[src/rtl/xdma_pkg.sv]
// Shared definitions for the xdma controller: register map, control/status bits, FSM states.
package xdma_pkg;

    localparam logic [1:0] RegAddr   = 2'd0;
    localparam logic [1:0] RegLen    = 2'd1;
    localparam logic [1:0] RegCtrl   = 2'd2;
    localparam logic [1:0] RegStatus = 2'd3;

    localparam int unsigned CtrlStartBit = 0;
    localparam int unsigned CtrlDirBit   = 1;
    localparam int unsigned CtrlAbortBit = 2;

    localparam int unsigned StatBusyBit = 0;
    localparam int unsigned StatDoneBit = 1;

    typedef enum logic [1:0] {
        StIdle  = 2'd0,
        StRd    = 2'd1,
        StWr    = 2'd2,
        StDrain = 2'd3
    } xdma_state_e;

endpackage

[src/rtl/xdma_skid.sv]
// Two-entry FIFO holding RAM read data until the outbound stream accepts it.
module xdma_skid #(
    parameter int unsigned DATA_W = 32
) (
    input  logic              clk,
    input  logic              rst,
    input  logic              flush,
    input  logic              push,
    input  logic [DATA_W-1:0] push_data,
    input  logic              pop,
    output logic [DATA_W-1:0] head,
    output logic              full,
    output logic              empty,
    output logic [1:0]        count
);

    logic [DATA_W-1:0] mem_q [2];
    logic [DATA_W-1:0] mem_d [2];
    logic              wr_ptr_q, wr_ptr_d;
    logic              rd_ptr_q, rd_ptr_d;
    logic [1:0]        count_q, count_d;
    logic              do_push, do_pop;

    assign full    = (count_q == 2'd2);
    assign empty   = (count_q == 2'd0);
    assign count   = count_q;
    assign head    = mem_q[rd_ptr_q];
    assign do_push = push & ~full;
    assign do_pop  = pop & ~empty;

    always_comb begin
        mem_d    = mem_q;
        wr_ptr_d = wr_ptr_q;
        rd_ptr_d = rd_ptr_q;
        count_d  = count_q;
        if (flush) begin
            wr_ptr_d = 1'b0;
            rd_ptr_d = 1'b0;
            count_d  = 2'd0;
        end else begin
            if (do_push) begin
                mem_d[wr_ptr_q] = push_data;
                wr_ptr_d        = ~wr_ptr_q;
            end
            if (do_pop) begin
                rd_ptr_d = ~rd_ptr_q;
            end
            count_d = count_q + {1'b0, do_push} - {1'b0, do_pop};
        end
    end

    always_ff @(posedge clk or posedge rst) begin
        if (rst) begin
            mem_q[0] <= '0;
            mem_q[1] <= '0;
            wr_ptr_q <= 1'b0;
            rd_ptr_q <= 1'b0;
            count_q  <= 2'd0;
        end else begin
            mem_q    <= mem_d;
            wr_ptr_q <= wr_ptr_d;
            rd_ptr_q <= rd_ptr_d;
            count_q  <= count_d;
        end
    end

endmodule

[src/rtl/xdma_ctrl.sv]
// DMA engine moving LEN words between the shared RAM port and a valid/ready word stream.
module xdma_ctrl
    import xdma_pkg::*;
#(
    parameter int unsigned DATA_W = 32,
    parameter int unsigned MEM_AW = 12,
    parameter int unsigned LEN_W  = 12
) (
    input  logic              clk,
    input  logic              rst,
    input  logic              ctrl_sel,
    input  logic              ctrl_we,
    input  logic [1:0]        ctrl_addr,
    input  logic [DATA_W-1:0] ctrl_data_in,
    output logic [DATA_W-1:0] ctrl_data_out,
    input  logic              dma_gnt,
    output logic              dma_sel,
    output logic              dma_we,
    output logic [MEM_AW-1:0] dma_addr,
    output logic [DATA_W-1:0] dma_data_in,
    input  logic [DATA_W-1:0] dma_data_out,
    input  logic              s_valid,
    output logic              s_ready,
    input  logic [DATA_W-1:0] s_data,
    output logic              m_valid,
    input  logic              m_ready,
    output logic [DATA_W-1:0] m_data,
    output logic              done
);

    xdma_state_e       state_q, state_d;
    logic [MEM_AW-1:0] addr_q, addr_d, cur_addr_q, cur_addr_d;
    logic [LEN_W-1:0]  len_q, len_d, iss_q, iss_d, rem_q, rem_d;
    logic [DATA_W-1:0] rdata_q, rdata_d;
    logic              dir_q, dir_d, done_q, done_d, rd_pend_q, rd_pend_d;

    logic              wr_strobe, rd_strobe, ctrl_wr, abort, start, busy, accept;
    logic              skid_empty, skid_pop, unused_skid_full, unused_ctrl_data;
    logic [1:0]        skid_count;
    logic [2:0]        occ;

    assign wr_strobe = ctrl_sel & ctrl_we;
    assign rd_strobe = ctrl_sel & ~ctrl_we;
    assign ctrl_wr   = wr_strobe && (ctrl_addr == RegCtrl);
    assign abort     = ctrl_wr & ctrl_data_in[CtrlAbortBit];
    assign start     = ctrl_wr & ctrl_data_in[CtrlStartBit] & ~abort & (state_q == StIdle);
    assign busy      = (state_q != StIdle);
    assign accept    = dma_sel & dma_gnt;
    assign skid_pop  = ~skid_empty & m_ready;
    assign m_valid   = ~skid_empty;
    assign dma_addr  = cur_addr_q;
    assign done      = done_q;
    assign ctrl_data_out    = rdata_q;
    assign unused_ctrl_data = ^ctrl_data_in;

    // Skid entries plus the read in flight, after this cycle's pop; a new read may only
    // be issued if its data is guaranteed a free slot when it arrives.
    assign occ = {1'b0, skid_count} + {2'b00, rd_pend_q} - {2'b00, skid_pop};

    xdma_skid #(
        .DATA_W(DATA_W)
    ) u_skid (
        .clk      (clk),
        .rst      (rst),
        .flush    (abort),
        .push     (rd_pend_q),
        .push_data(dma_data_out),
        .pop      (skid_pop),
        .head     (m_data),
        .full     (unused_skid_full),
        .empty    (skid_empty),
        .count    (skid_count)
    );

    always_ff @(posedge clk or posedge rst) begin
        if (rst) begin
            state_q <= StIdle;
        end else begin
            state_q <= state_d;
        end
    end

    always_comb begin
        state_d = state_q;
        if (abort) begin
            state_d = StIdle;
        end else begin
            unique case (state_q)
                StIdle:  if (start && len_q != '0) state_d = ctrl_data_in[CtrlDirBit] ? StWr : StRd;
                StWr:    if (accept && rem_q == LEN_W'(1)) state_d = StIdle;
                StRd:    if (accept && iss_q == LEN_W'(1)) state_d = StDrain;
                StDrain: if (skid_pop && rem_q == LEN_W'(1)) state_d = StIdle;
                default: state_d = StIdle;
            endcase
        end
    end

    always_comb begin
        dma_sel     = 1'b0;
        dma_we      = 1'b0;
        s_ready     = 1'b0;
        dma_data_in = '0;
        unique case (state_q)
            StWr: begin
                dma_sel     = s_valid;
                dma_we      = 1'b1;
                s_ready     = dma_gnt;
                dma_data_in = s_data;
            end
            StRd:    dma_sel = (occ < 3'd2);
            default: ;
        endcase
    end

    always_comb begin
        addr_d     = addr_q;
        len_d      = len_q;
        cur_addr_d = cur_addr_q;
        iss_d      = iss_q;
        rem_d      = rem_q;
        dir_d      = dir_q;
        done_d     = done_q;
        rdata_d    = rdata_q;
        rd_pend_d  = accept & ~dma_we & ~abort;

        if (rd_strobe) begin
            rdata_d = '0;
            unique case (ctrl_addr)
                RegAddr: rdata_d = DATA_W'(addr_q);
                RegLen:  rdata_d = DATA_W'(len_q);
                RegCtrl: rdata_d[CtrlDirBit] = dir_q;
                default: begin
                    rdata_d[StatBusyBit] = busy;
                    rdata_d[StatDoneBit] = done_q;
                    done_d               = 1'b0;
                end
            endcase
        end

        if (wr_strobe && !busy) begin
            if (ctrl_addr == RegAddr) addr_d = ctrl_data_in[MEM_AW-1:0];
            if (ctrl_addr == RegLen)  len_d  = ctrl_data_in[LEN_W-1:0];
        end

        if (accept) cur_addr_d = cur_addr_q + MEM_AW'(1);

        if (state_q == StWr && accept) begin
            rem_d = rem_q - LEN_W'(1);
            if (rem_q == LEN_W'(1) && !abort) done_d = 1'b1;
        end
        if (state_q == StRd && accept) iss_d = iss_q - LEN_W'(1);
        if ((state_q == StRd || state_q == StDrain) && skid_pop) begin
            rem_d = rem_q - LEN_W'(1);
            if (state_q == StDrain && rem_q == LEN_W'(1) && !abort) done_d = 1'b1;
        end

        if (start) begin
            dir_d      = ctrl_data_in[CtrlDirBit];
            cur_addr_d = addr_q;
            rem_d      = len_q;
            iss_d      = len_q;
            done_d     = (len_q == '0);
        end
    end

    always_ff @(posedge clk or posedge rst) begin
        if (rst) begin
            addr_q     <= '0;
            len_q      <= '0;
            cur_addr_q <= '0;
            iss_q      <= '0;
            rem_q      <= '0;
            dir_q      <= 1'b0;
            done_q     <= 1'b0;
            rd_pend_q  <= 1'b0;
            rdata_q    <= '0;
        end else begin
            addr_q     <= addr_d;
            len_q      <= len_d;
            cur_addr_q <= cur_addr_d;
            iss_q      <= iss_d;
            rem_q      <= rem_d;
            dir_q      <= dir_d;
            done_q     <= done_d;
            rd_pend_q  <= rd_pend_d;
            rdata_q    <= rdata_d;
        end
    end

endmodule

[config.mk]
export PLATFORM = sky130hd
export DESIGN_NAME = xdma_ctrl
export DESIGN_NICKNAME = d
export VERILOG_FILES = /design/src/rtl/xdma_pkg.sv /design/src/rtl/xdma_skid.sv /design/src/rtl/xdma_ctrl.sv
export SDC_FILE = /design/constraint.sdc
export NUM_CORES = 1
export LEC_CHECK = 0
export CORE_MARGIN = 8
export CORE_UTILIZATION = 48
export DETAILED_ROUTE_END_ITERATION = 10
export GPL_ROUTABILITY_DRIVEN = 0
export PLACE_DENSITY = 0.81
export SLEW_MARGIN = 20
export SYNTH_ARGS = -nofsm -noshare
export SYNTH_HDL_FRONTEND = slang
export SYNTH_SLANG_ARGS = --single-unit
export TNS_END_PERCENT = 10
[constraint.sdc]
create_clock -name clk -period 4.98 [get_ports clk]
set_clock_uncertainty 0.05 [all_clocks]
set_input_delay 0.498 -clock clk [delete_from_list [all_inputs] [get_ports clk]]
set_output_delay 0.498 -clock clk [all_outputs]
set_load 0.05 [all_outputs]
* Word-level counts from Yosys, hierarchy flattened
Index checks and enable logic that the tools add are counted.
** Word-level totals
- Flip-flop bits (word level) :: 165
- Input port bits :: 105
- Output and inout bits :: 113
- Logic and storage cells :: 130
** Cells by class
- Add/sub/neg operators :: 7
- Order comparisons :: 4
- Eq/ne operators :: 12
- Mux-type cells :: 39
- Bitwise logic cells :: 21
- Reductions and logical operators :: 32
** Operators with widths (number)
- 32-bit 2-to-1 mux :: 5
- 12-bit 2-to-1 mux :: 7
- 64-bit bitwise mux :: 1
- 32-bit demux with 1-bit select :: 1
- 12-bit by 1-bit == test with 1-bit output (second input constant) :: 2
- 12-bit by 1-bit subtractor with 12-bit output (second input constant) :: 2
- 10-bit one-hot mux with 2 select lines :: 1
- 2-bit 2-to-1 mux :: 7
- 1-bit logical AND :: 13
- 1-bit 2-to-1 mux :: 13
- 12-bit by 1-bit adder with 12-bit output (second input constant) :: 1
- 1-bit AND :: 12
- 12-bit zero test :: 1
- 12-bit nonzero test :: 1
- 2-bit nonzero test :: 5
- 3-bit inequality test (second input constant) :: 3
- 2-bit == test (second input constant) :: 4
- 2-bit one-hot mux with 4 select lines :: 1
- 1-bit NOT :: 7
- 2-bit zero test :: 3
- 1-bit one-hot mux with 3 select lines :: 2
- 2-bit AND reduction :: 3
- 2-bit by 1-bit == test with 1-bit output (second input constant) :: 2
- 2-bit >= comparator (second input constant) :: 2
- other kinds (14) :: 16

* Longest topological paths before layout
Gate-level depths: netlist (run 1).
- Word-level depth :: 12
- Gate-level depth with buffers :: 14

* Cells and area by module
Synthesis (run 1) repeated with hierarchy kept, for this count alone.
** Second synthesis, totals
- Cell total of the unflattened synthesis :: 662
- Area total of the unflattened synthesis :: 7433.4 um2
** By module, submodules not included
- xdma_ctrl :: times used 1, cells an instance 467, area each 4433.0 um2
- xdma_skid :: times used 1, cells an instance 195, area each 3000.4 um2

* Least setup slack after synthesis (run 1)
No wires, ideal clock.
- Kind :: reg2out
- Start :: register u_skid.count_q[1], in the netlist u_skid.count[1]
- End :: output dma_sel
- Arrival :: 3461 ps
- Required time :: 4432 ps
- Slack :: 971 ps
- Cell stages (with the launch flop) :: 11
- Path buffers :: 1
- Cells stage by stage :: dfrtp_1 > or2_1 > and2_1 > buf_2 > ha_1 > inv_1 > nand2_1 > fa_1 > xnor2_1 > nand3_1 > a21boi_0
** On the way
- Longest elaborated chain between the ends :: 6
- Elaborated cells on any way between the ends :: 7
- Those cells by class :: add/sub (2); order compare (1); mux (1); bitwise (2); reduce/logical (1)
** Ends and longest elaborated chain
- start, declared :: line xdma_skid.sv:21 : logic [1:0] count_q, count_d;
- start signal, assigned :: line xdma_skid.sv:63 : count_q <= count_d;
- 2-bit zero test :: line xdma_skid.sv:25 : assign empty = (count_q == 2'd0);
- 1-bit NOT
- named net m_valid :: line xdma_ctrl.sv:25 : output logic m_valid,
- 1-bit AND :: line xdma_ctrl.sv:49 : assign skid_pop = ~skid_empty & m_ready;
- 3-bit by 1-bit subtractor with 3-bit output :: line xdma_ctrl.sv:58 : assign occ = {1'b0, skid_count} + {2'b00, rd_pend_q} - {2'b00, skid_pop};
- 3-bit by 2-bit less-than comparator with 1-bit output :: line xdma_ctrl.sv:110 : StRd: dma_sel = (occ < 3'd2);
- 1-bit one-hot mux with 2 select lines :: line xdma_ctrl.sv:103 : unique case (state_q)
- end, declared :: line xdma_ctrl.sv:17 : output logic dma_sel,
The timed path passes the listed nets, and every way through them passes these cells.

* Worst setup path after layout (run 1)
- Start :: register u_skid.count_q[1], in the netlist u_skid.count[1]
- End :: output dma_sel
** On the way
- Longest elaborated chain between the ends :: 6
- Elaborated cells on any way between the ends :: 7
- Those cells by class :: add/sub (2); order compare (1); mux (1); bitwise (2); reduce/logical (1)
** Ends and longest elaborated chain (line)
- parallel branches: the longest is 3 deep, another holds 2-bit by 1-bit adder with 3-bit output
- 3-bit by 1-bit subtractor with 3-bit output (*) :: xdma_ctrl.sv:58
- 3-bit by 2-bit less-than comparator with 1-bit output (*) :: xdma_ctrl.sv:110
- 1-bit one-hot mux with 2 select lines (*) :: xdma_ctrl.sv:103
Mark *: on every way between the ends.

==> impl_metrics.csv, run 1 <==
group,metric,value,unit
synth,synth_edf_count,0,
flow_run,cap_violations,0,
power,power,6.33,mW
global_route,antenna_found_initial,0,
route,drt_first_pass_iters,7,
run_status,status,"finished, final reports clean",
synth,async_flop_share,100,%
timing,max_freq,241,MHz
cts,clk_pin_slew,60,ps
route,via_count,5659,
route,wire_per_inst,18.6,um
synth,synth_top_cell_area_share,48.4,%
floorplan,rows,45,
synth,yosysWarnings,0,
cts,htreeDepth,4,
power,peakVddDrop,0.304,mV
placement,dpl.cell_count,1010,
cts,cts.sinks,145,
route,antenna_left,0,
timing,worst_pin_slew,1040,ps
floorplan,die-area,19900,um2
critical_path,arrival,3600,ps
synth,ys_top_cells_by_area,"dfrtp_1 (48%), mux2_2 (10%), mux2_1 (8.4%), and2_1 (2.9%), buf_4 (2.4%)",
synth,syn_inst,652,
timing,hold_viol_final,0,
floorplan,pin_count,218,
synth,synth_top_family_by_area,"multiplexers",
route,drcViolationCount,0,
floorplan,start_util,49.2,%
timing,slew_headroom,30.2,%
critical_path,cp_max_fo,6,
cells_and_area,final_nets,938,
synth,ys_ff_latch,145,
critical_path,startpoint_type,"register",
synth,synthFlopType,"dfrtp_1",
global_route,grt_start_max_net_pins,112,
cts,cts.repair.resized,0,
synth,syn-cell-area,7500,um2
cts,cts_hold_buf,0,
synth,synthXorXnorAreaFrac,2.45,%
global_route,grt_pass1_wl,31300,um
floorplan,die_h,141,um
min_path,hold_class,"in2async",
critical_path,critPathKind,"reg2out",
power,leakagePower,4.33,nW
power,power_density,637,nW/um2
synth,yosysMostFrequentCell,"dfrtp_1",
cts,clock_latency,420,ps
cts,cts-root-buf,"clkbuf_16",
cells_and_area,postLayoutCoreUtil,65.2,%
critical_path,slowest_delay,840,ps
placement,io_buffers,177,
synth,synth_area_per_cell,11.5,um2
global_route,grt_overflow_total,0,
cells_and_area,fin_cells,1043,
critical_path,crit_chain,"or2_1, and2_1, ha_1, inv_1, nand2_1, fa_1, xnor2_1, nand3_1, a21boi_0, clkdlybuf4s50_1",
route,drt_iter0_drc,313,
floorplan,die_w,141,um
critical_path,r2r_slack,1170,ps
timing,grt_setup_unrepaired,"false",
cells_and_area,fillers,1134,
synth,synth_compound_area_share,7.61,%
synth,synth_fa_ha_area_share,2.44,%
cts,numCtsBuffers,17,
timing,period_share,83.3,%
critical_path,critPathCaptureType,"output port",
cells_and_area,synthToLayoutAreaGrowth,32.6,%
cts,clock_path_buffers,2,
cts,cts_tree,"yes",
timing,min_period,4150,ps
synth,yosys.area.top_type,"dfrtp_1",
synth,synth.distinct_cells,58,
global_route,track_usage,19.6,%
timing,finalSetupTns,0,ps
synth,synth_mux_area_share,20.8,%
global_route,grt_pass1_vias,5847,
critical_path,worst_ep_required_time,4430,ps
placement,hpwl,13900,um
cells_and_area,antennaDiodeCount,0,
route,viasPerCell,5.43,
critical_path,cpMaxStageDelayCell,"clkdlybuf4s50_1",
synth,synth_seq_area_share,48.4,%
cells_and_area,drive_gt1_share,14.8,%
timing,maxSlewViolCount,0,
cts,cts_setup_buffers,0,
timing,setup_viol,0,
route,drt-total-wl,19400,um
floorplan,coreArea,15300,um2
synth,synth_common_cells,"dfrtp_1 (145), mux2_2 (68), mux2_1 (56)",
synth,synthSimpleGateAreaFrac,12.8,%
layer usage:
metal	vias up	GRT usage, %	routed length, um
met2	193	33.4	9720
met5	-	0	0
met3	30	5.57	1230
met1	2822	23.8	8150
met4	0	5.71	269
li1	2614	-	-
state kept, by name, indices dropped and copies added, names as in the netlist:
signal	count
u_skid.mem_q	64
addr_q	12
ctrl_data_out	12
dma_addr	12
iss_q	12
len_q	12
rem_q	12
state_q	2
u_skid.count	2
dir_q	1
done	1
rd_pend_q	1
u_skid.rd_ptr_q	1
u_skid.wr_ptr_q	1
cells by family (layout without fill, tap and decap cells):
family,count (synthesis),in the layout
and+or+nand+nor,172,172
DFF,145,145
xor gates and xnor gates,21,21
other,1,20
muxes,139,139
adders and majority gates,14,14
AOI/OAI and AO/OA,88,88
buffers and inverters,72,233
through the flow:
| step | hold WS, ps | area [um2] | worst slack [ps] |
|---|---|---|---|
| 6_report | 363 | 9950 | 830 |
| 4_1_cts | 436 | 9920 | 782 |
| 3_5_place_dp | 422 | 9320 | 899 |
| 3_3_place_gp | 411 | 9320 | 978 |
| 2_1_floorplan | 390 | 7570 | 537 |
| 5_1_grt | 385 | 9950 | 542 |
cell type report:
cell class,count,area [um2],area share [%]
well taps,211,264,2.65
multi-input cells,454,3530,35.5
flip-flops and latches,145,3630,36.5
clock inverters,12,131,1.32
clock buffers,20,467,4.69
inverters,14,57.6,0.579
repair buffers,187,1870,18.8
worst max-delay path: cells and delay by family, from the launching register on:
kind | cells | cell delay (ps)
flip-flops | 1 | 430
AND/OR/NAND/NOR | 4 | 740
adder cells (fa/ha/maj) | 2 | 680
buffers and inverters | 2 | 910
XOR/XNOR | 1 | 240
AO/OA/AOI/OAI | 1 | 180
path summary, 6_finish.rpt:
| kind | cells past startpoint | startpoint | end |
|---|---|---|---|
| min reg2reg | 2 | ctrl_data_out[5] | ctrl_data_out[5] |
| max in group asynchronous | 4 | rst | u_skid.mem_q[32] |
| max reg2reg | 11 | u_skid.count[1] | rem_q[5] |
| min | 2 | rst | u_skid.mem_q[1] |
| min in group clk | 2 | ctrl_data_out[5] | ctrl_data_out[5] |
| max | 10 | u_skid.count[1] | dma_sel |
cells in the final DEF (no fill, tap or decap), types with 7 or more instances in the layout:
| master | instances |
|---|---|
| nand4_1 | 13 |
| o21ai_0 | 22 |
| ha_1 | 12 |
| nand3_1 | 7 |
| conb_1 | 20 |
| mux2i_1 | 14 |
| nor2_1 | 33 |
| buf_4 | 9 |
| o21ai_1 | 9 |
| clkdlybuf4s50_1 | 177 |
| inv_1 | 13 |
| a31oi_1 | 11 |
| mux2_1 | 56 |
| or3_1 | 9 |
| o22a_1 | 8 |
| xor2_1 | 15 |
| and2_1 | 35 |
| nand2_1 | 34 |
| nor3_1 | 7 |
| clkbuf_16 | 17 |
| a21oi_1 | 19 |
| mux2_2 | 68 |
| dfrtp_1 | 145 |
power by group:
group          internal [mW]  leakage [nW]  switching [mW]
combinational           1.19          2.20            1.79
clock                  0.777         0.285           0.497
sequential              1.64          1.85           0.428
total                   3.61          4.33            2.72
No activity file was read; power rests on OpenSTA's default activity.
==> run 2: changes to the inputs <==
--- a/config.mk
+++ b/config.mk
@@ -6,10 +6,10 @@
 export NUM_CORES = 1
 export LEC_CHECK = 0
 export CORE_MARGIN = 8
-export CORE_UTILIZATION = 48
+export CORE_UTILIZATION = 43
 export DETAILED_ROUTE_END_ITERATION = 10
 export GPL_ROUTABILITY_DRIVEN = 0
-export PLACE_DENSITY = 0.81
+export PLACE_DENSITY = 0.76
 export SLEW_MARGIN = 20
 export SYNTH_ARGS = -nofsm -noshare
 export SYNTH_HDL_FRONTEND = slang
==> constraint.sdc (replaced) <==
create_clock -name clk -period 3.5 [get_ports clk]
set_clock_uncertainty 0.05 [all_clocks]
set_input_delay 0.35 -clock clk [delete_from_list [all_inputs] [get_ports clk]]
set_output_delay 0.35 -clock clk [all_outputs]
set_load 0.05 [all_outputs]
==> run 2 against run 1 <==
Net effect:
- sequential cell count unchanged
- worst hold slack improved by 43 ps
- total power increased by 43%
- via count decreased by 2.6%
- wire length decreased by 4.2%
- first-iteration DRC count increased by 2.2%
- critical path type unchanged
==> impl_metrics.csv, run 2 (synthesis results as in run 1) <==
group,metric,value,unit
timing,worst_pin_slew,865,ps
power,peakVddDrop,0.509,mV
critical_path,crit_chain,"or2_1, and2_1, ha_1, inv_1, nand2_1, fa_1, xnor2_1, nand3_1, a21boi_1, buf_12",
timing,min_period,3210,ps
cts,htreeDepth,4,
floorplan,die_h,148,um
cells_and_area,drive_gt1_share,15.4,%
cells_and_area,final_common_cell,"clkdlybuf4s50_1",
power,sw_frac_of_total,42.5,%
cells_and_area,synthToLayoutAreaGrowth,34.1,%
cells_and_area,largest_reg_flops,64,
critical_path,critPathKind,"reg2out",
route,drt-total-wl,18600,um
critical_path,r2r_end,"dma_addr[11]",
floorplan,pin_count,218,
timing,setup_viol,0,
global_route,track_usage,17.2,%
floorplan,coreArea,17200,um2
timing,max_freq,311,MHz
global_route,antenna_found_initial,0,
placement,place_area,9450,um2
critical_path,r2r_start,"u_skid.count[0]",
global_route,grt_overflow_total,0,
power,p_int,5.21,mW
power,switchingPower,3.86,mW
cts,cts_setup_buffers,0,
cts,clock_latency,420,ps
critical_path,startpoint_type,"register",
route,drt_first_pass_iters,4,
route,via_count,5514,
critical_path,critPathLaunch,"u_skid.count[0]",
cts,cts_tree,"yes",
timing,slew_headroom,42.2,%
power,sequentialPowerShare,31.6,%
global_route,grt_pass1_wl,30400,um
cts,clk_pin_slew,60,ps
critical_path,cp_max_fo,3,
min_path,hold_class,"in2async",
power,leakagePower,4.39,nW
global_route,grt_pass1_vias,5791,
cells_and_area,largest-register,"u_skid.mem_q",
global_route,grt_start_max_net_pins,48,
critical_path,arrival,2810,ps
placement,io_buffers,177,
cells_and_area,final_nets,945,
timing,maxSlewViolCount,0,
critical_path,r2r_slack,290,ps
timing,grt_setup_unrepaired,"false",
route,viasPerCell,5.19,
cts,cts_hold_buf,0,
route,drt_iter0_drc,320,
floorplan,die_w,148,um
cts,cts.sinks,145,
timing,hold_viol_final,0,
cells_and_area,layout_common_cells,"clkdlybuf4s50_1 (176), dfrtp_1 (145), mux2_2 (68)",
critical_path,cp-endpoint,"dma_sel",
power,power_density,902,nW/um2
critical_path,critPathCaptureType,"output port",
cells_and_area,antennaDiodeCount,0,
power,combPwrFrac,47.8,%
run_status,status,"finished, final reports clean",
critical_path,cpMaxStageDelayCell,"dfrtp_1",
flow_run,cap_violations,0,
critical_path,worst_ep_required_time,3100,ps
floorplan,start_util,43.7,%
timing,period_share,91.8,%
cells_and_area,fin_cells,1063,
power,clkPwrFrac,20.6,%
floorplan,die-area,21900,um2
placement,dpl.cell_count,1032,
critical_path,slowest_delay,400,ps
placement,hpwl,13800,um
cts,cts-root-buf,"clkbuf_16",
floorplan,rows,48,
cts,clock_path_buffers,2,
route,wire_per_inst,17.5,um
cells_and_area,final_cell_area,10100,um2
critical_path,r2r_cells,12,
route,drcViolationCount,0,
cts,numCtsBuffers,17,
route,antenna_left,0,
## run 2: cell types whose count changed in the layout (fill, tap and decap cells not counted), sizes merged
cell           before  now
buf                10   18
bufinv              2    3
clkbuf             20   17
clkdlybuf4s50     177  176
clkinv              4    5
clkinvlp            4    2
inv                16   18
## run 2: timing repair
item                                   in CTS  in global routing
setup endpoints to repair                   0                  1
gates resized for setup                     0                  1
endpoints found under the hold margin       0                  0
## run 2: stage by stage
step | setup WS, ps | utilization (%) | setup TNS, ps | hold WS [ps] | total power, mW
final | 289 | 58.5 | 0 | 406 | 9.07
after global routing | 21.8 | 58.5 | 0 | 445 | 9.57
after CTS | 145 | 58.5 | 0 | 424 | 9.16
after detailed placement | 195 | 55.0 | 0 | 425 | 7.25
after global placement | 192 | 55.0 | 0 | 406 | 7.17
after floorplan | -361 | - | -361 | 390 | 5.95
## run 2: critical path, delay by kind of cell (launching register included)
family | cells | cell delay, ps
adders and majority gates | 2 | 640
and+or+nand+nor | 4 | 630
DFF | 1 | 400
AOI/OAI and AO/OA | 1 | 260
buffers and inverters | 2 | 250
xor gates and xnor gates | 1 | 230
## run 2: worst min path at each step
| stage | from | endpoint | slack [ps] | depth (start not counted) |
|---|---|---|---|---|
| after floorplan | dir_q | dir_q | 390 | 2 |
| after global routing | u_skid.mem_q[1] | u_skid.mem_q[1] | 440 | 1 |
| after detailed placement | dir_q | dir_q | 430 | 2 |
| after CTS | rst | u_skid.rd_ptr_q | 420 | 2 |
| final | rst | iss_q[2] | 410 | 2 |
| after global placement | dir_q | dir_q | 410 | 2 |
## run 2: final cells by class
type                    instances  area (um2)
fillers                      1445        7120
clock buffers                  17         425
flip-flops and latches        145        3630
repair buffers                194        1950
multi-input cells             454        3530
clock inverters                14         180
inverters                      14        56.3
well taps                     225         282
## run 2: power groups by stage
stage	Combinational [mW]	Sequential, mW	Clock, mW
after floorplan	2.92	3.03	0
after global placement	4.31	2.85	0
after detailed placement	4.36	2.89	0
after CTS	4.38	2.87	1.91
after global routing	4.62	2.97	1.99
final	4.33	2.87	1.87
## run 2: metal layers
layer | track usage (%) | routed length, um
met5 | 0 | 0
met4 | 4.44 | 141
met3 | 4.68 | 1190
met2 | 29.3 | 9210
met1 | 21.0 | 8030
==> run 3: changes to the inputs <==
--- a/config.mk
+++ b/config.mk
@@ -5,11 +5,13 @@
 export SDC_FILE = /design/constraint.sdc
 export NUM_CORES = 1
 export LEC_CHECK = 0
+export ABC_CLOCK_PERIOD_IN_PS = 3500
 export CORE_MARGIN = 8
 export CORE_UTILIZATION = 43
 export DETAILED_ROUTE_END_ITERATION = 10
 export GPL_ROUTABILITY_DRIVEN = 0
 export PLACE_DENSITY = 0.76
+export SETUP_SLACK_MARGIN = 0.3
 export SLEW_MARGIN = 20
 export SYNTH_ARGS = -nofsm -noshare
 export SYNTH_HDL_FRONTEND = slang
==> run 3 against run 2 <==
Net effect:
- maximum frequency increased by 3.6%
- wire length increased by 3.1%
- via count increased by 1.3%
- combinational power increased by 4.6%
- critical path type is now reg2reg
- largest cell class is now multi-input combinational cells
- largest power group unchanged
- highest routed layer unchanged
==> impl_metrics.csv, run 3 (synthesis results as in run 1) <==
group,metric,value,unit
cts,numCtsBuffers,17,
floorplan,die_w,148,um
cts,cts_tree,"yes",
cts,clk_pin_slew,60,ps
route,drt-total-wl,19100,um
power,sw_frac_of_total,42.7,%
power,p_int,5.32,mW
cells_and_area,largest_reg_flops,64,
power,leakagePower,4.47,nW
timing,min_period,3100,ps
cts,htreeDepth,4,
critical_path,crit_chain,"or2_1, and2_4, buf_4, ha_1, fa_2, and4_4, o2bb2ai_4, a21oi_2, nor4b_4, mux2_4",
placement,hpwl,13800,um
floorplan,die_h,148,um
placement,io_buffers,177,
cells_and_area,multi_input_area,3640,um2
route,via_count,5588,
critical_path,cp_max_fo,5,
timing,slew_headroom,41.4,%
route,viasPerCell,5.20,
cts,clock_latency,420,ps
power,sequentialPowerShare,31.0,%
critical_path,r2r_start,"u_skid.count[0]",
cells_and_area,final_nets,956,
critical_path,cpMaxStageDelayCell,"fa_2",
run_status,status,"finished, final reports clean",
route,drcViolationCount,0,
cells_and_area,ff_latch_area,3630,um2
global_route,grt_pass1_wl,30400,um
cells_and_area,largest-register,"u_skid.mem_q",
cells_and_area,synthToLayoutAreaGrowth,36.8,%
placement,dp_slack,195,ps
placement,dpl.cell_count,1032,
power,clkPwrFrac,20.2,%
timing,fin_ws,401,ps
route,antenna_left,0,
cells_and_area,final_common_cell,"clkdlybuf4s50_1",
floorplan,pin_count,218,
route,drt_first_pass_iters,4,
timing,finalSetupTns,0,ps
critical_path,r2r_slack,400,ps
cells_and_area,postLayoutCoreUtil,59.7,%
critical_path,arrival,3350,ps
critical_path,worst_ep_required_time,3760,ps
route,drt_iter0_drc,290,
critical_path,startpoint_type,"register",
timing,setup_viol,0,
cells_and_area,antennaDiodeCount,0,
cells_and_area,fin_cells,1074,
timing,grt_setup_unrepaired,"false",
power,peakVddDrop,0.510,mV
critical_path,slowest_delay,570,ps
global_route,antenna_found_initial,0,
global_route,grt_pass1_vias,5790,
floorplan,coreArea,17200,um2
timing,hold_viol_final,0,
flow_run,cap_violations,0,
global_route,track_usage,17.2,%
floorplan,start_util,43.7,%
critical_path,critPathKind,"reg2reg",
placement,place_area,9450,um2
critical_path,critPathCaptureType,"register",
power,switchingPower,3.96,mW
cts,clock_path_buffers,2,
route,wire_per_inst,17.8,um
cts,cts-root-buf,"clkbuf_16",
timing,worst_pin_slew,877,ps
timing,worst_hold_slack,407,ps
power,power_density,905,nW/um2
cts,cts_hold_buf,0,
timing,maxSlewViolCount,0,
critical_path,r2r_cells,10,
min_path,hold_class,"in2async",
floorplan,rows,48,
critical_path,r2r_end,"state_q[0]",
global_route,grt_start_max_net_pins,48,
cells_and_area,final_cell_area,10300,um2
timing,period_share,88.5,%
power,power,9.28,mW
cells_and_area,drive_gt1_share,18.3,%
global_route,grt_overflow_total,0,
power,combPwrFrac,48.8,%
cts,cts.sinks,145,
cells_and_area,fillers,1429,
floorplan,die-area,21900,um2
cells_and_area,layout_common_cells,"clkdlybuf4s50_1 (176), dfrtp_1 (145), mux2_2 (68)",
timing,max_freq,323,MHz
## run 3: cell types whose count changed in the layout (fill, tap and decap cells not counted), moves of 2 or more
| cell | previous run | this run |
|---|---|---|
| mux2_4 | 0 | 2 |
| mux2_1 | 56 | 54 |
| nand2_1 | 34 | 32 |
| buf_4 | 14 | 21 |
| nand2_2 | 0 | 2 |
| nand3_2 | 0 | 2 |
| nand3_1 | 7 | 4 |
## run 3: power by group through the flow
stage	clock, mW	combinational (mW)	sequential (mW)
2_1_floorplan	0	2.92	3.03
3_5_place_dp	0	4.36	2.89
5_1_grt	1.99	4.82	2.97
6_report	1.87	4.53	2.88
4_1_cts	1.91	4.39	2.87
3_3_place_gp	0	4.31	2.85
## run 3: layer usage
metal | up-vias | GRT usage, % | part of all wire [%]
li1 | 2643 | - | -
met1 | 2757 | 21.0 | 43
met2 | 168 | 29.3 | 50
met3 | 20 | 4.68 | 6.2
met4 | 0 | 4.44 | 1.2
met5 | - | 0 | 0
## run 3: worst max path at each step
stage                          from              to  slack [ps]
floorplan           u_skid.count[1]         dma_sel        -360
global placement            m_ready        iss_q[1]         190
detailed placement          m_ready    dma_addr[11]         190
CTS                 u_skid.count[1]        iss_q[8]         280
finish              u_skid.count[0]      state_q[0]         400
global route             state_q[0]  dma_data_in[1]         300
## run 3: final cells by class
type / instances / area share [%]
multi-input combinational: 455 / 35.4
clock inverter: 14 / 1.76
tap: 225 / 2.74
inverter: 14 / 0.549
timing repair buffer: 204 / 20.0
clock buffer: 17 / 4.15
sequential: 145 / 35.4
## run 3: timing repair
item / in CTS / in global routing
pin swaps: 0 / 7
setup buffers: 0 / 9
gates cloned: 0 / 2
gates resized for setup: 3 / 19
endpoints found under the setup margin: 4 / 28
## run 3: critical path, delay by kind of cell (launching register included)
family          cells  cell delay, ps
compound gates      2             290
fa+ha+maj           2             770
buf+inv             1             160
flops               1             370
mux                 1             330
simple gates        4            1020
==> RTL edit, RTL diff (settings of run 2) <==
`cur_addr_q` no longer has a reset.
--- a/src/rtl/xdma_ctrl.sv
+++ b/src/rtl/xdma_ctrl.sv
@@ -167,7 +167,6 @@
         if (rst) begin
             addr_q     <= '0;
             len_q      <= '0;
-            cur_addr_q <= '0;
             iss_q      <= '0;
             rem_q      <= '0;
             dir_q      <= 1'b0;
@@ -177,7 +176,6 @@
         end else begin
             addr_q     <= addr_d;
             len_q      <= len_d;
-            cur_addr_q <= cur_addr_d;
             iss_q      <= iss_d;
             rem_q      <= rem_d;
             dir_q      <= dir_d;
@@ -187,5 +185,9 @@
         end
     end
 
+    always_ff @(posedge clk) begin
+        cur_addr_q <= cur_addr_d;
+    end
+
 endmodule
 
Behaviour: differs if rst is asserted again (counterexample within 4 cycles, from zero or initial values and one cycle with rst high); with rst held inactive, the same outputs for 4 cycles.
==> RTL edit against run 2 <==
  * Total power decreased by 1.8%
  * Sequential share of layout area rose by 1.1 points
  * First-iteration DRC count fell by 28%
  * Global-route usage barely moved
  * Register-to-register slack got worse by 90 ps
  * Maximum frequency is 4.0% lower
  * Sequential cell count is the same
  * Highest routed layer unchanged
  * Routed wire length shrank 0.74%
  * Design area fell by 1.4%
  * Synthesized area fell by 2.4%
  * Setup slack got worse by 130 ps
==> RTL edit: results <==
set metrics [dict create \
    worst_vdd_ir_mv 0.488 \
    buf_share 0.192 \
    area_share_clock_buf_inv 0.0599 \
    routedLengthMet1_um 7870 \
    ys_ff_latch 145 \
    worst_path_dominant_cell_family "adder cells" \
    global_route_wire_length_before_repair_um 29800 \
    layout.comb_gates.multi_input 442 \
    detailed_routed_wire_length_on_met2_um 9130 \
    globalRouteMet2Util 0.290 \
    highest_layer "met4" \
    grt_pass1_vias 5617 \
    seq_area_mm2 0.00369 \
    synth-edff-count 12 \
    global_route_track_usage_on_met3 0.0566 \
    fillers 1383 \
    inv_count 15 \
    final_nets 931 \
    post_route_cells_drive_above_1_share 0.156 \
    layout.clock_buffers 18 \
    crit_arrival_ps 2940 \
    estimated_wirelength_of_the_detail_placed_design_um 13400 \
    crit_path_max_fanout 4 \
    cpPeakStageDelay_ps 440 \
    synth-async-reset-ratio 0.917 \
    cp_slowest_cell "sky130_fd_sc_hd__dfrtp_2" \
    dpl_worst_slack_ps 55.7 \
    p_per_area_mw_per_mm2 899 \
    place_inst 1013 \
    total_leakage_power_nw 4.23 \
    detailed_place.area_mm2 0.00931 \
    layout.core_utilization 0.596 \
    total_wirelength_of_the_detailed_routed_design_um 18400 \
    yosys-top-cells-count "sky130_fd_sc_hd__dfrtp_1 (133), sky130_fd_sc_hd__mux2_2 (69), sky130_fd_sc_hd__nand2_1 (53)" \
    synthDistinctLibCells 51 \
    worst-r2r-cell-count 13 \
    grt_max_degree 50 \
    met1_usage 0.205 \
    number_of_antenna_violations_at_the_first_check_in_global_routing 0 \
    route.vias.total 5342 \
    vias_per_cell 5.11 \
    layout.non_clock_buffers 191 \
    met3_length_um 1220 \
    yosys_warnings 0 \
    synth_cells 635 \
    post_cts.repair.setup_buffers 0 \
    io_buffer_count 177 \
    grtUsageTotal 0.171 \
    max_slew.worst_pin.slew_ps 709 \
    ctsResizeCount 0 \
    outcome "complete, no violations" \
    drtIter0Drc 231 \
    ys_top_cells_by_area "sky130_fd_sc_hd__dfrtp_1 (45%), sky130_fd_sc_hd__mux2_2 (11%), sky130_fd_sc_hd__mux2_1 (8.0%), sky130_fd_sc_hd__edfxtp_1 (4.9%), sky130_fd_sc_hd__and2_1 (3.0%)" \
    sequential_cell_area_fraction_in_the_yosys_report 0.504 \
    area_used_by_multi_input_combinational_logic_mm2 0.00340 \
    h-tree-depth 4 \
]
[RTL edit: cell types whose count changed after synthesis, moves of 8 or more]
cell                              run 2  this run
sky130_fd_sc_hd__xnor2_1              6        15
sky130_fd_sc_hd__o21ai_1              9        22
sky130_fd_sc_hd__clkbuf_1            15        23
sky130_fd_sc_hd__edfxtp_1             0        12
sky130_fd_sc_hd__dfrtp_1            145       133
sky130_fd_sc_hd__a31oi_1             11         0
sky130_fd_sc_hd__o21ai_0             22         4
sky130_fd_sc_hd__buf_2               13         5
sky130_fd_sc_hd__nand4_1             13         2
sky130_fd_sc_hd__nand2_1             34        53
[RTL edit: path summary, 6_finish.rpt]
kind / startpoint / end / slack, ps
setup / recovery: u_skid.count[1]$_DFF_PP0_ / dma_sel / 160
hold / removal: rst / u_skid.mem_q[56]$_DFFE_PP0P_ / 210
setup reg to reg: u_skid.count[1]$_DFF_PP0_ / state_q[1]$_DFFE_PP0P_ / 200
hold reg to reg: dir_q$_DFFE_PP0P_ / dir_q$_DFFE_PP0P_ / 430
max in group asynchronous: rst / u_skid.count[1]$_DFF_PP0_ / 2370
min in group clk: dir_q$_DFFE_PP0P_ / dir_q$_DFFE_PP0P_ / 430
[RTL edit: where the power goes]
part	switching (W)	internal, W
registers	0.000509	0.00240
clock network	0.000700	0.00112
logic	0.00247	0.00171
[RTL edit: cells by family (layout without fill, tap and decap cells)]
group,count (synthesis),after routing,synth area share
xor gates and xnor gates,37,37,0.0443
other,1,20,0.000512
and+or+nand+nor,175,175,0.125
AOI/OAI and AO/OA,63,63,0.0516
DFF,145,145,0.504
muxes,133,133,0.204
adders and majority gates,14,14,0.0249
buffers and inverters,67,238,0.0454
